[src/rtl/emesh2packet_pipe.sv]
// Emesh bundle to packet encoder with a registered output stage and a
// 2-entry skid buffer (M = output register, S = skid register).
module emesh2packet_pipe #(
  parameter int AW = 32,
  parameter int PW = 2*AW+40
) (
  input  logic          clk,
  input  logic          nreset,
  input  logic          access_in,
  input  logic          write_in,
  input  logic [1:0]    datamode_in,
  input  logic [4:0]    ctrlmode_in,
  input  logic [AW-1:0] dstaddr_in,
  input  logic [AW-1:0] srcaddr_in,
  input  logic [AW-1:0] data_in,
  output logic          wait_out,
  output logic          access_out,
  output logic [PW-1:0] packet_out,
  input  logic          wait_in
);

  // Encoding bit 0 is M valid, bit 1 is S valid, so the outputs come straight
  // off the state flops.
  typedef enum logic [1:0] {
    EMPTY = 2'b00,
    ONE   = 2'b01,
    FULL  = 2'b11
  } state_e;

  state_e        state_q, state_d;
  logic [PW-1:0] m_q, m_d;
  logic [PW-1:0] s_q, s_d;
  logic [PW-1:0] enc;
  logic          accept;
  logic          xfer;

  generate
    if (AW == 32) begin : g_aw32
      logic unused_ctrl4;
      assign unused_ctrl4 = ctrlmode_in[4];
      assign enc = {srcaddr_in, data_in, dstaddr_in, 1'b0,
                    ctrlmode_in[3:0], datamode_in, write_in};
    end else if (AW == 64) begin : g_aw64
      // Upper halves share slots with srcaddr on writes: a write has no
      // return address to carry, so data[63:32] rides in its place.
      logic [31:0] f2, f3;
      assign f2  = write_in ? data_in[63:32] : srcaddr_in[31:0];
      assign f3  = write_in ? 32'h0 : srcaddr_in[63:32];
      assign enc = {dstaddr_in[63:32], f3, f2, data_in[31:0], dstaddr_in[31:0],
                    ctrlmode_in, datamode_in, write_in};
    end else begin : g_bad_aw
      $error("emesh2packet_pipe: AW=%0d unsupported, use 32 or 64", AW);
      assign enc = '0;
    end
  endgenerate

  assign wait_out   = state_q[1];
  assign access_out = state_q[0];
  assign packet_out = m_q;
  assign accept     = access_in & ~wait_out;
  assign xfer       = access_out & ~wait_in;

  always_comb begin
    state_d = state_q;
    m_d     = m_q;
    s_d     = s_q;
    case (state_q)
      EMPTY: begin
        if (accept) begin
          m_d     = enc;
          state_d = ONE;
        end
      end
      ONE: begin
        if (xfer && accept) begin
          m_d = enc;
        end else if (xfer) begin
          state_d = EMPTY;
        end else if (accept) begin
          s_d     = enc;
          state_d = FULL;
        end
      end
      FULL: begin
        if (xfer) begin
          m_d     = s_q;
          state_d = ONE;
        end
      end
      default: state_d = EMPTY;
    endcase
  end

  always_ff @(posedge clk or negedge nreset) begin
    if (!nreset) begin
      state_q <= EMPTY;
      m_q     <= '0;
      s_q     <= '0;
    end else begin
      state_q <= state_d;
      m_q     <= m_d;
      s_q     <= s_d;
    end
  end

endmodule

[config.mk]
export PLATFORM = sky130hd
export DESIGN_NAME = emesh2packet_pipe
export DESIGN_NICKNAME = d
export VERILOG_FILES = /design/src/rtl/emesh2packet_pipe.sv
export SDC_FILE = /design/constraint.sdc
export NUM_CORES = 1
export LEC_CHECK = 0
export ABC_CLOCK_PERIOD_IN_PS = 2400
export CAP_MARGIN = 20
export CORE_MARGIN = 2
export CORE_UTILIZATION = 45
export CTS_CLUSTER_SIZE = 30
export DETAILED_ROUTE_END_ITERATION = 12
export PLACE_DENSITY = 0.83
export SYNTH_ARGS = -nofsm -noshare
export SYNTH_HDL_FRONTEND = slang
export SYNTH_SLANG_ARGS = --single-unit
[constraint.sdc]
create_clock -name clk -period 2.4 [get_ports clk]
set_clock_uncertainty 0.1 [all_clocks]
set_input_delay 0.48 -clock clk [delete_from_list [all_inputs] [get_ports clk]]
set_output_delay 0.48 -clock clk [all_outputs]
set_load 0.01 [all_outputs]
==> load_flow_metrics.sql <==
INSERT INTO impl_metrics (metric_group, metric, value, unit) VALUES
('final_layout', 'finalNetCount', '926', ''),
('setup_path', 'cp_cell_sequence', 'buf_4 > clkdlybuf4s50_1', ''),
('routing', 'route.vias.total', '5541', ''),
('setup_path', 'critPathCaptureType', 'primary output', ''),
('final_layout', 'postLayoutCellArea', '12800', 'um2'),
('cts', 'cts.root.buffer_cell', 'sky130_fd_sc_hd__clkbuf_16', ''),
('synthesis', 'syn_nets', '694', ''),
('setup_path', 'worstPathBufferInverterCount', '2', ''),
('synthesis', 'synth_seq_cells', '208', ''),
('floorplanning', 'floorplan.core_area', '20400', 'um2'),
('power', 'power_per_cell_area', '1470', 'nW/um2'),
('setup_path', 'crit_required', '1820', 'ps'),
('final_layout', 'syn2layout_area_growth', '37.0', '%'),
('synthesis', 'post_synth_most_frequent_cells', 'sky130_fd_sc_hd__mux2_2, sky130_fd_sc_hd__dfrtp_1, sky130_fd_sc_hd__mux2_4', ''),
('sta', 'grt_setup_unrepaired', 'false', ''),
('setup_path', 'cp.depth', '2', ''),
('setup_path', 'cpLargestDelayFamily', 'buffers and inverters', ''),
('cts', 'h-tree-depth', '1', ''),
('global_route', 'maximum_number_of_pins_on_one_net_before_global_route_repair', '58', ''),
('synthesis', 'yosys.cell_types.count', '26', ''),
('run_status', 'outcome', 'complete, no violations', ''),
('synthesis', 'synth_edf_count', '0', ''),
('synthesis', 'synth.largest_area_cell', 'sky130_fd_sc_hd__dfrtp_1', ''),
('routing', 'detailedRoute.firstIterationViolations', '169', ''),
('cts', 'clock_sinks', '208', ''),
('global_route', 'first_global_vias', '6132', ''),
('global_route', 'overflow', '0', ''),
('setup_path', 'crit_path_start_kind', 'register', ''),
('cts', 'number_of_resized_instances_in_the_post_cts_repair_step', '0', ''),
('setup_path', 'critical-path-max-stage-delay', '580', 'ps'),
('setup_path', 'critical_path.max_fanout', '5', ''),
('synthesis', 'post-synth-top-area-fraction', '55.5', '%'),
('routing', 'avgRoutedWirePerCell', '18.0', 'um'),
('cts', 'clk-insertion-delay-late', '510', 'ps'),
('global_route', 'global_route.usage.total', '18.4', '%'),
('placed_design', 'place.gp.congestion', '0.781', ''),
('cts', 'worst_setup_hold_path_clk_slew', '60', 'ps'),
('floorplanning', 'core.rowCount', '52', ''),
('global_route', 'grt_pass1_wl', '32600', 'um'),
('placed_design', 'post-dp-hpwl', '13400', 'um'),
('floorplanning', 'effective_utilization_at_floorplan', '46.0', '%'),
('routing', 'postRouteAntennaNets', '0', ''),
('routing', 'routed_wirelength', '19800', 'um'),
('synthesis', 'post_synth_inst_count', '581', ''),
('sta', 'hold_viol', '0', ''),
('cts', 'tritoncts', 'done', ''),
('setup_path', 'crit_arrival', '1710', 'ps'),
('final_layout', 'ff_latch_area', '5200', 'um2'),
('power', 'peakVddDrop', '0.818', 'mV'),
('cts', 'cts_made_buffers', '23', ''),
('synthesis', 'synthTopCellsByArea', 'sky130_fd_sc_hd__dfrtp_1, sky130_fd_sc_hd__mux2_2, sky130_fd_sc_hd__mux2_4, sky130_fd_sc_hd__buf_2, sky130_fd_sc_hd__buf_6', ''),
('final_layout', 'final_layout_size_suffix_gt1_share', '46.5', '%'),
('synthesis', 'ys_seq_area_share', '55.5', '%'),
('final_layout', 'fin_util', '63.1', '%'),
('setup_path', 'worst_r2r_path_depth', '8', ''),
('synthesis', 'yosys_warnings', '0', ''),
('setup_path', 'timing.critical_path.slowest_stage_cell', 'sky130_fd_sc_hd__clkdlybuf4s50_1', ''),
('floorplanning', 'die_width', '148', 'um'),
('floorplanning', 'die_area', '22000', 'um2'),
('sta', 'final_max_slew_viol_count', '0', ''),
('routing', 'drt-pass1-iter-count', '5', ''),
('cts', 'clockBufferDepth', '3', ''),
('final_layout', 'antenna_cells_inserted', '0', ''),
('synthesis', 'synth_async_sr_flop_share', '100', '%'),
('worst_hold_path', 'worst_hold_class', 'in2async', ''),
('floorplanning', 'chipHeight', '148', 'um'),
('flow_run', 'timing.max_cap.violations', '0', ''),
('sta', 'max_freq', '437', 'MHz'),
('synthesis', 'postSynth.topFlopCell', 'sky130_fd_sc_hd__dfrtp_1', ''),
('setup_path', 'critPathLaunch', 'state_q[0]$_DFFE_PN0P_', ''),
('global_route', 'number_of_antenna_violations_at_the_first_check_in_global_routing', '0', '');
==> per-layer routing <==
metal	global-route usage, %	vias to the layer above	share of wire, %
li1	-	2558	-
met1	23.7	2793	43
met2	30.4	155	47
met3	6.04	35	7.6
met4	4.10	0	2.2
met5	0	-	0
==> cells by family (layout without fill, tap and decap cells) <==
logic type                 count (synthesis)  count (layout)  synth area share, %
muxes                                    309             309                 39.9
other                                      1               1               0.0400
and+or+nand+nor                            8               8                0.507
DFF                                      208             208                 55.5
AOI/OAI and AO/OA                         10              10                0.814
adders and majority gates                  5               5                0.667
buffers and inverters                     40             289                 2.56
==> report_power, final <==
group / internal (mW) / switching [mW] / total [mW]
clock network: 2.31 / 1.41 / 3.72
logic: 5.69 / 3.12 / 8.81
registers: 5.38 / 0.945 / 6.32
total: 13.4 / 5.48 / 18.9
==> how the worst max path moves through the flow <==
stage,end,slack (ps)
floorplan,packet_out[100]$_DFFE_PN0P_,270
global placement,packet_out[33]$_DFFE_PN0P_,50
detailed placement,packet_out[41]$_DFFE_PN0P_,5
CTS,access_out,90
global route,access_out,60
finish,access_out,110
==> stage by stage <==
step / setup WS (ps) / hold slack, ps / cells / power [mW]
floorplan: 268 / 84.4 / 581 / 11.7
global placement: 48.9 / 381 / 1057 / 14.9
detailed placement: 5.48 / 388 / 1057 / 15.2
CTS: 93.5 / 402 / 1100 / 19.1
global route: 63.3 / 411 / 1100 / 19.9
finish: 113 / 384 / 1100 / 18.9
==> layout make-up <==
class / instances / share of cell area (%)
Timing Repair Buffer: 242 / 19.6
Tap cell: 270 / 2.63
Sequential cell: 208 / 40.5
Clock inverter: 14 / 1.35
Clock buffer: 28 / 4.94
Multi-Input combinational cell: 333 / 30.9
Inverter: 5 / 0.146
==> registers in the layout (all words and copies together), names as in the netlist <==
signal	count
state_q	2
s_q	103
packet_out	103
==> cell usage in the layout, fill, tap and decap left out, types with 5 or more instances in the layout <==
master,synthesis,final
sky130_fd_sc_hd__dfrtp_1,208,208
sky130_fd_sc_hd__clkinv_2,0,9
sky130_fd_sc_hd__mux2_4,70,70
sky130_fd_sc_hd__buf_4,1,17
sky130_fd_sc_hd__clkbuf_8,0,5
sky130_fd_sc_hd__mux2_2,239,239
sky130_fd_sc_hd__clkbuf_16,0,23
sky130_fd_sc_hd__buf_12,0,13
sky130_fd_sc_hd__inv_1,5,5
sky130_fd_sc_hd__clkdlybuf4s50_1,0,210
Power figures use the tool's default switching activity.
